## src/rtl/wb_pipe_reg.sv

```systemverilog
// Multi-lane write-back pipeline register with stall/flush and a bypass lookup
// that returns the youngest in-flight write to a given register address.
module wb_pipe_reg #(
  parameter int LANES  = 2,
  parameter int DEPTH  = 1,
  parameter int ADRS_W = 4,
  parameter int DATA_W = 16
) (
  input  logic                       clock,
  input  logic                       reset,
  input  logic                       stall,
  input  logic                       flush,
  input  logic [LANES-1:0]           in_wr_en,
  input  logic [LANES*ADRS_W-1:0]    in_dst,
  input  logic [LANES*DATA_W-1:0]    in_data,
  input  logic [LANES-1:0]           in_datav,
  output logic [LANES-1:0]           out_wr_en,
  output logic [LANES*ADRS_W-1:0]    out_dst,
  output logic [LANES*DATA_W-1:0]    out_data,
  output logic [LANES-1:0]           out_datav,
  input  logic [ADRS_W-1:0]          lkp_adrs,
  output logic                       lkp_hit,
  output logic [DATA_W-1:0]          lkp_data,
  output logic                       lkp_datav
);

  logic [LANES-1:0]        wr_en_q [DEPTH];
  logic [LANES*ADRS_W-1:0] dst_q   [DEPTH];
  logic [LANES*DATA_W-1:0] data_q  [DEPTH];
  logic [LANES-1:0]        datav_q [DEPTH];

  logic [LANES-1:0]        wr_en_d [DEPTH];
  logic [LANES*ADRS_W-1:0] dst_d   [DEPTH];
  logic [LANES*DATA_W-1:0] data_d  [DEPTH];
  logic [LANES-1:0]        datav_d [DEPTH];

  genvar gi;
  generate
    for (gi = 0; gi < DEPTH; gi++) begin : g_stage
      logic [LANES-1:0]        src_wr_en;
      logic [LANES*ADRS_W-1:0] src_dst;
      logic [LANES*DATA_W-1:0] src_data;
      logic [LANES-1:0]        src_datav;

      if (gi == 0) begin : g_head
        assign src_wr_en = in_wr_en;
        assign src_dst   = in_dst;
        assign src_data  = in_data;
        assign src_datav = in_datav;
      end else begin : g_body
        assign src_wr_en = wr_en_q[gi-1];
        assign src_dst   = dst_q[gi-1];
        assign src_data  = data_q[gi-1];
        assign src_datav = datav_q[gi-1];
      end

      // reset and flush both clear every field; stall only holds
      always_comb begin
        wr_en_d[gi] = wr_en_q[gi];
        dst_d[gi]   = dst_q[gi];
        data_d[gi]  = data_q[gi];
        datav_d[gi] = datav_q[gi];
        if (reset || flush) begin
          wr_en_d[gi] = '0;
          dst_d[gi]   = '0;
          data_d[gi]  = '0;
          datav_d[gi] = '0;
        end else if (!stall) begin
          wr_en_d[gi] = src_wr_en;
          dst_d[gi]   = src_dst;
          data_d[gi]  = src_data;
          datav_d[gi] = src_datav;
        end
      end

      always_ff @(posedge clock) begin
        wr_en_q[gi] <= wr_en_d[gi];
        dst_q[gi]   <= dst_d[gi];
        data_q[gi]  <= data_d[gi];
        datav_q[gi] <= datav_d[gi];
      end
    end
  endgenerate

  assign out_wr_en = wr_en_q[DEPTH-1];
  assign out_dst   = dst_q[DEPTH-1];
  assign out_data  = data_q[DEPTH-1];
  assign out_datav = datav_q[DEPTH-1];

  // Scan oldest-to-youngest, low-to-high lane, so the last match written is the winner.
  always_comb begin
    lkp_hit   = 1'b0;
    lkp_data  = '0;
    lkp_datav = 1'b0;
    for (int s = DEPTH - 1; s >= 0; s--) begin
      for (int l = 0; l < LANES; l++) begin
        if (wr_en_q[s][l] && (dst_q[s][l*ADRS_W +: ADRS_W] == lkp_adrs)) begin
          lkp_hit   = 1'b1;
          lkp_data  = data_q[s][l*DATA_W +: DATA_W];
          lkp_datav = datav_q[s][l];
        end
      end
    end
    if (reset || (lkp_adrs == '0)) begin
      lkp_hit   = 1'b0;
      lkp_data  = '0;
      lkp_datav = 1'b0;
    end
  end

endmodule

```

## config.mk

```make
export PLATFORM = sky130hd
export DESIGN_NAME = wb_pipe_reg
export DESIGN_NICKNAME = d
export VERILOG_FILES = /design/src/rtl/wb_pipe_reg.sv
export SDC_FILE = /design/constraint.sdc
export NUM_CORES = 1
export LEC_CHECK = 0
export ABC_AREA = 1
export BUFFER_PORTS_ARGS = -buffer_cell sky130_fd_sc_hd__buf_2
export CAP_MARGIN = 20
export CORE_AREA = 2 2 81 83
export DETAILED_ROUTE_END_ITERATION = 10
export DIE_AREA = 0 0 83 85
export PLACE_DENSITY_LB_ADDON = 0.05
export SYNTH_ARGS = -nofsm -noshare
export SYNTH_HDL_FRONTEND = slang
export SYNTH_SLANG_ARGS = --single-unit
```

## constraint.sdc

```tcl
create_clock -name clock -period 1.5 [get_ports clock]
set_clock_uncertainty 0.05 [all_clocks]
set_input_delay 0.075 -clock clock [delete_from_list [all_inputs] [get_ports clock]]
set_output_delay 0.075 -clock clock [all_outputs]
set_load 0.01 [all_outputs]
```

==> impl_metrics.py <==
metrics = {
    "timing": {
        "max_freq_ghz": 0.569,
        "tightestPinTransition_ps": 504,
        "setup_ws_ps": -258,
        "fin_crit_sh_pct": 117,
        "drv_slew": 0,
        "setup_violations": 18,
        "hold_violations": 0,
        "rsz0062_at_grt": "yes",
        "slew_headroom_pct": 66.3,
        "hold_ws_ps": 8.83,
        "fin_crit_ps": 1760,
    },
    "synth": {
        "synth.area.top_cells": "dfxtp_1 (42%), nand2_1 (17%), a21oi_1 (12%), nor2_1 (5.2%), a211oi_1 (2.5%)",
        "synth.distinct_cells": 25,
        "synth_area_per_cell_um2": 7.00,
        "synth_most_common_cell": "nand2_1",
        "netlist_area_um2": 2090,
        "ys_ff_latch": 44,
        "async_reset_ff_share_pct": 0,
        "yosysWarningCount": 0,
        "synthTopCellsByCount": "nand2_1 (97), a21oi_1 (52), dfxtp_1 (44)",
        "synth_ff_type": "dfxtp_1",
        "synth_edf_count": 0,
        "yosysTopAreaCell": "dfxtp_1",
        "synth_top_cell_area_share_pct": 42.1,
        "syn_nets": 351,
        "syn_inst": 299,
        "yosysSeqAreaShare_pct": 42.1,
    },
    "critical_path": {
        "cp_slowest_cell": "dfxtp_2",
        "critPathRequiredTime_ps": 1370,
        "path_common_cell": "nand2_2",
        "crit_chain": "inv_2 -> nand2_2 -> nand2_2 -> nor2_4 -> nand3_4 -> bufbuf_16 -> o21ai_1 -> nor2_1 -> buf_2",
        "path_class": "reg -> out",
        "end_kind": "primary output",
        "crit_path_start_kind": "flip-flop",
        "cp_data_arrival_time_ps": 1630,
        "crit_family": "buffers and inverters",
        "worst_path_largest_cell_delay_ps": 350,
        "critPathMaxFanout": 5,
        "worst-path-buf-inv": 3,
    },
    "floorplan": {
        "die-width_um": 83,
        "core-area_um2": 6200,
        "ioPinCount": 114,
        "num_rows": 29,
        "fp.dieArea_um2": 7060,
        "die_y_um": 85,
        "initial_utilization_pct": 33.7,
    },
    "routing": {
        "vias": 2516,
        "wl_per_cell_um": 12.7,
        "drt-total-wl_mm": 6.87,
        "ant_nets": 0,
        "drc": 0,
        "avgViaCountPerCell": 4.66,
        "first_pass_iters": 4,
        "drt-initial-drc-count": 86,
    },
    "placement": {
        "dpl_cell_area_um2": 2760,
        "pre_cts_ws_ps": 28.1,
        "place_congestion": 0.749,
        "dp_hpwl_mm": 4.38,
        "io_buffers": 113,
    },
    "clock_network": {
        "clk_pin_slew_worst_paths_ps": 80,
        "cts_sinks": 44,
        "cts_tree": "yes",
        "cts_buffer_depth": 2,
        "ctsHtreeMaxLevel": 2,
        "clock-root-buffer": "clkbuf_8",
        "cts_made_buffers": 5,
        "clock_latency_ps": 290,
    },
    "power_and_ir_drop": {
        "power.density_nw_per_um2": 755,
        "ir_drop_mv": 0.607,
        "cellLeakagePower_nw": 1.67,
    },
    "global_route": {
        "grt_pass1_vias": 2382,
        "grt_pass1_wl_mm": 11.1,
        "antenna_found_initial": 0,
        "grt-ovfl-total": 0,
        "grt_max_degree": 52,
        "grt_usage_pct": 19.2,
    },
    "finish": {
        "layout-drive-gt1-share_pct": 38.9,
        "layout.nets": 514,
        "fin_util_pct": 55.6,
        "area_delta_synth_final_pct": 64.9,
        "fillers": 595,
        "design_area_um2": 3450,
        "n_antenna_cell": 0,
    },
    "hold_path": {
        "hp-class": "in -> reg",
    },
    "run_status": {
        "status": "complete, but fails checks",
        "violations": "negative setup slack",
    },
    "flow_run": {
        "max-cap-violations": 0,
    },
}
[cell type report]
type                       instances  area, µm²  share of cell area (%)
clock inverter                     2       35.0                    1.01
tap                               77       96.3                    2.79
sequential                        44        887                    25.7
timing repair buffer             173       1220                    35.4
clock buffer                       6       72.6                    2.10
multi-input combinational        220       1060                    30.8
inverter                          18       75.1                    2.17
[worst min-delay path: stages]
cell and delay, ps:
buf_2 100, nor2_1 80, a211oi_1 60
[cell usage in the layout (no fill, tap or decap), drive strengths merged]
cell type / n
a211oi: 7
a21oi: 53
buf: 130
bufbuf: 1
bufinv: 1
clkbuf: 6
clkinv: 1
dfxtp: 44
dlygate4sd3: 42
inv: 18
nand2: 103
nand3: 4
nand4: 2
nor2: 33
nor3: 1
o21ai: 16
or2: 1
[path summary, 6_finish.rpt]
| check | from | endpoint | slack, ps | depth (start not counted) |
|---|---|---|---|---|
| setup / recovery | dst_q[0][7] | lkp_data[8] | -260 | 9 |
| hold / removal | in_dst[6] | dst_q[0][6] | 9 | 3 |
| setup reg to reg | dst_q[0][6] | dst_q[0][6] | 600 | 3 |
| hold reg to reg | data_q[0][18] | data_q[0][18] | 430 | 2 |
[logic make-up after synthesis]
| family | Yosys count | synth area share (%) |
|---|---|---|
| compound gates | 76 | 19.5 |
| simple gates | 143 | 29.5 |
| buf+inv | 36 | 8.91 |
| flops | 44 | 42.1 |
[power by group]
group,total (mW),switching (mW),internal (mW)
Clock,0.906,0.411,0.495
Sequential,1.24,0.0319,1.21
Combinational,0.462,0.227,0.235
[state kept, by name (all words and copies together), names as in the netlist]
register	count
data_q	32
wr_en_q	2
dst_q	8
datav_q	2
[per-layer routing]
metal | vias to the layer above | GRT usage (%) | routed length, µm
met5 | - | 0 | 0
li1 | 1287 | - | -
met4 | 0 | 5.07 | 76
met2 | 82 | 32.8 | 3290
met3 | 6 | 4.09 | 354
met1 | 1141 | 24.7 | 3150
[what timing repair did]
action                                  4_1_cts  5_1_grt
resized for setup                             7       12
cloned                                        2        0
endpoints found under the hold margin        41        1
setup buffers                                10        0
endpoints found under the setup margin       18       18
hold buffers                                 41        1
pin swaps                                     5        3
[through the flow]
| stage | setup TNS [ps] | instances | total power, mW |
|---|---|---|---|
| floorplan | 0 | 299 | 1.45 |
| global placement | 0 | 478 | 1.62 |
| detailed placement | 0 | 478 | 1.62 |
| CTS | -4430 | 539 | 2.64 |
| global route | -6180 | 540 | 2.74 |
| finish | -4030 | 540 | 2.61 |
(Power assumes the default switching activity.)
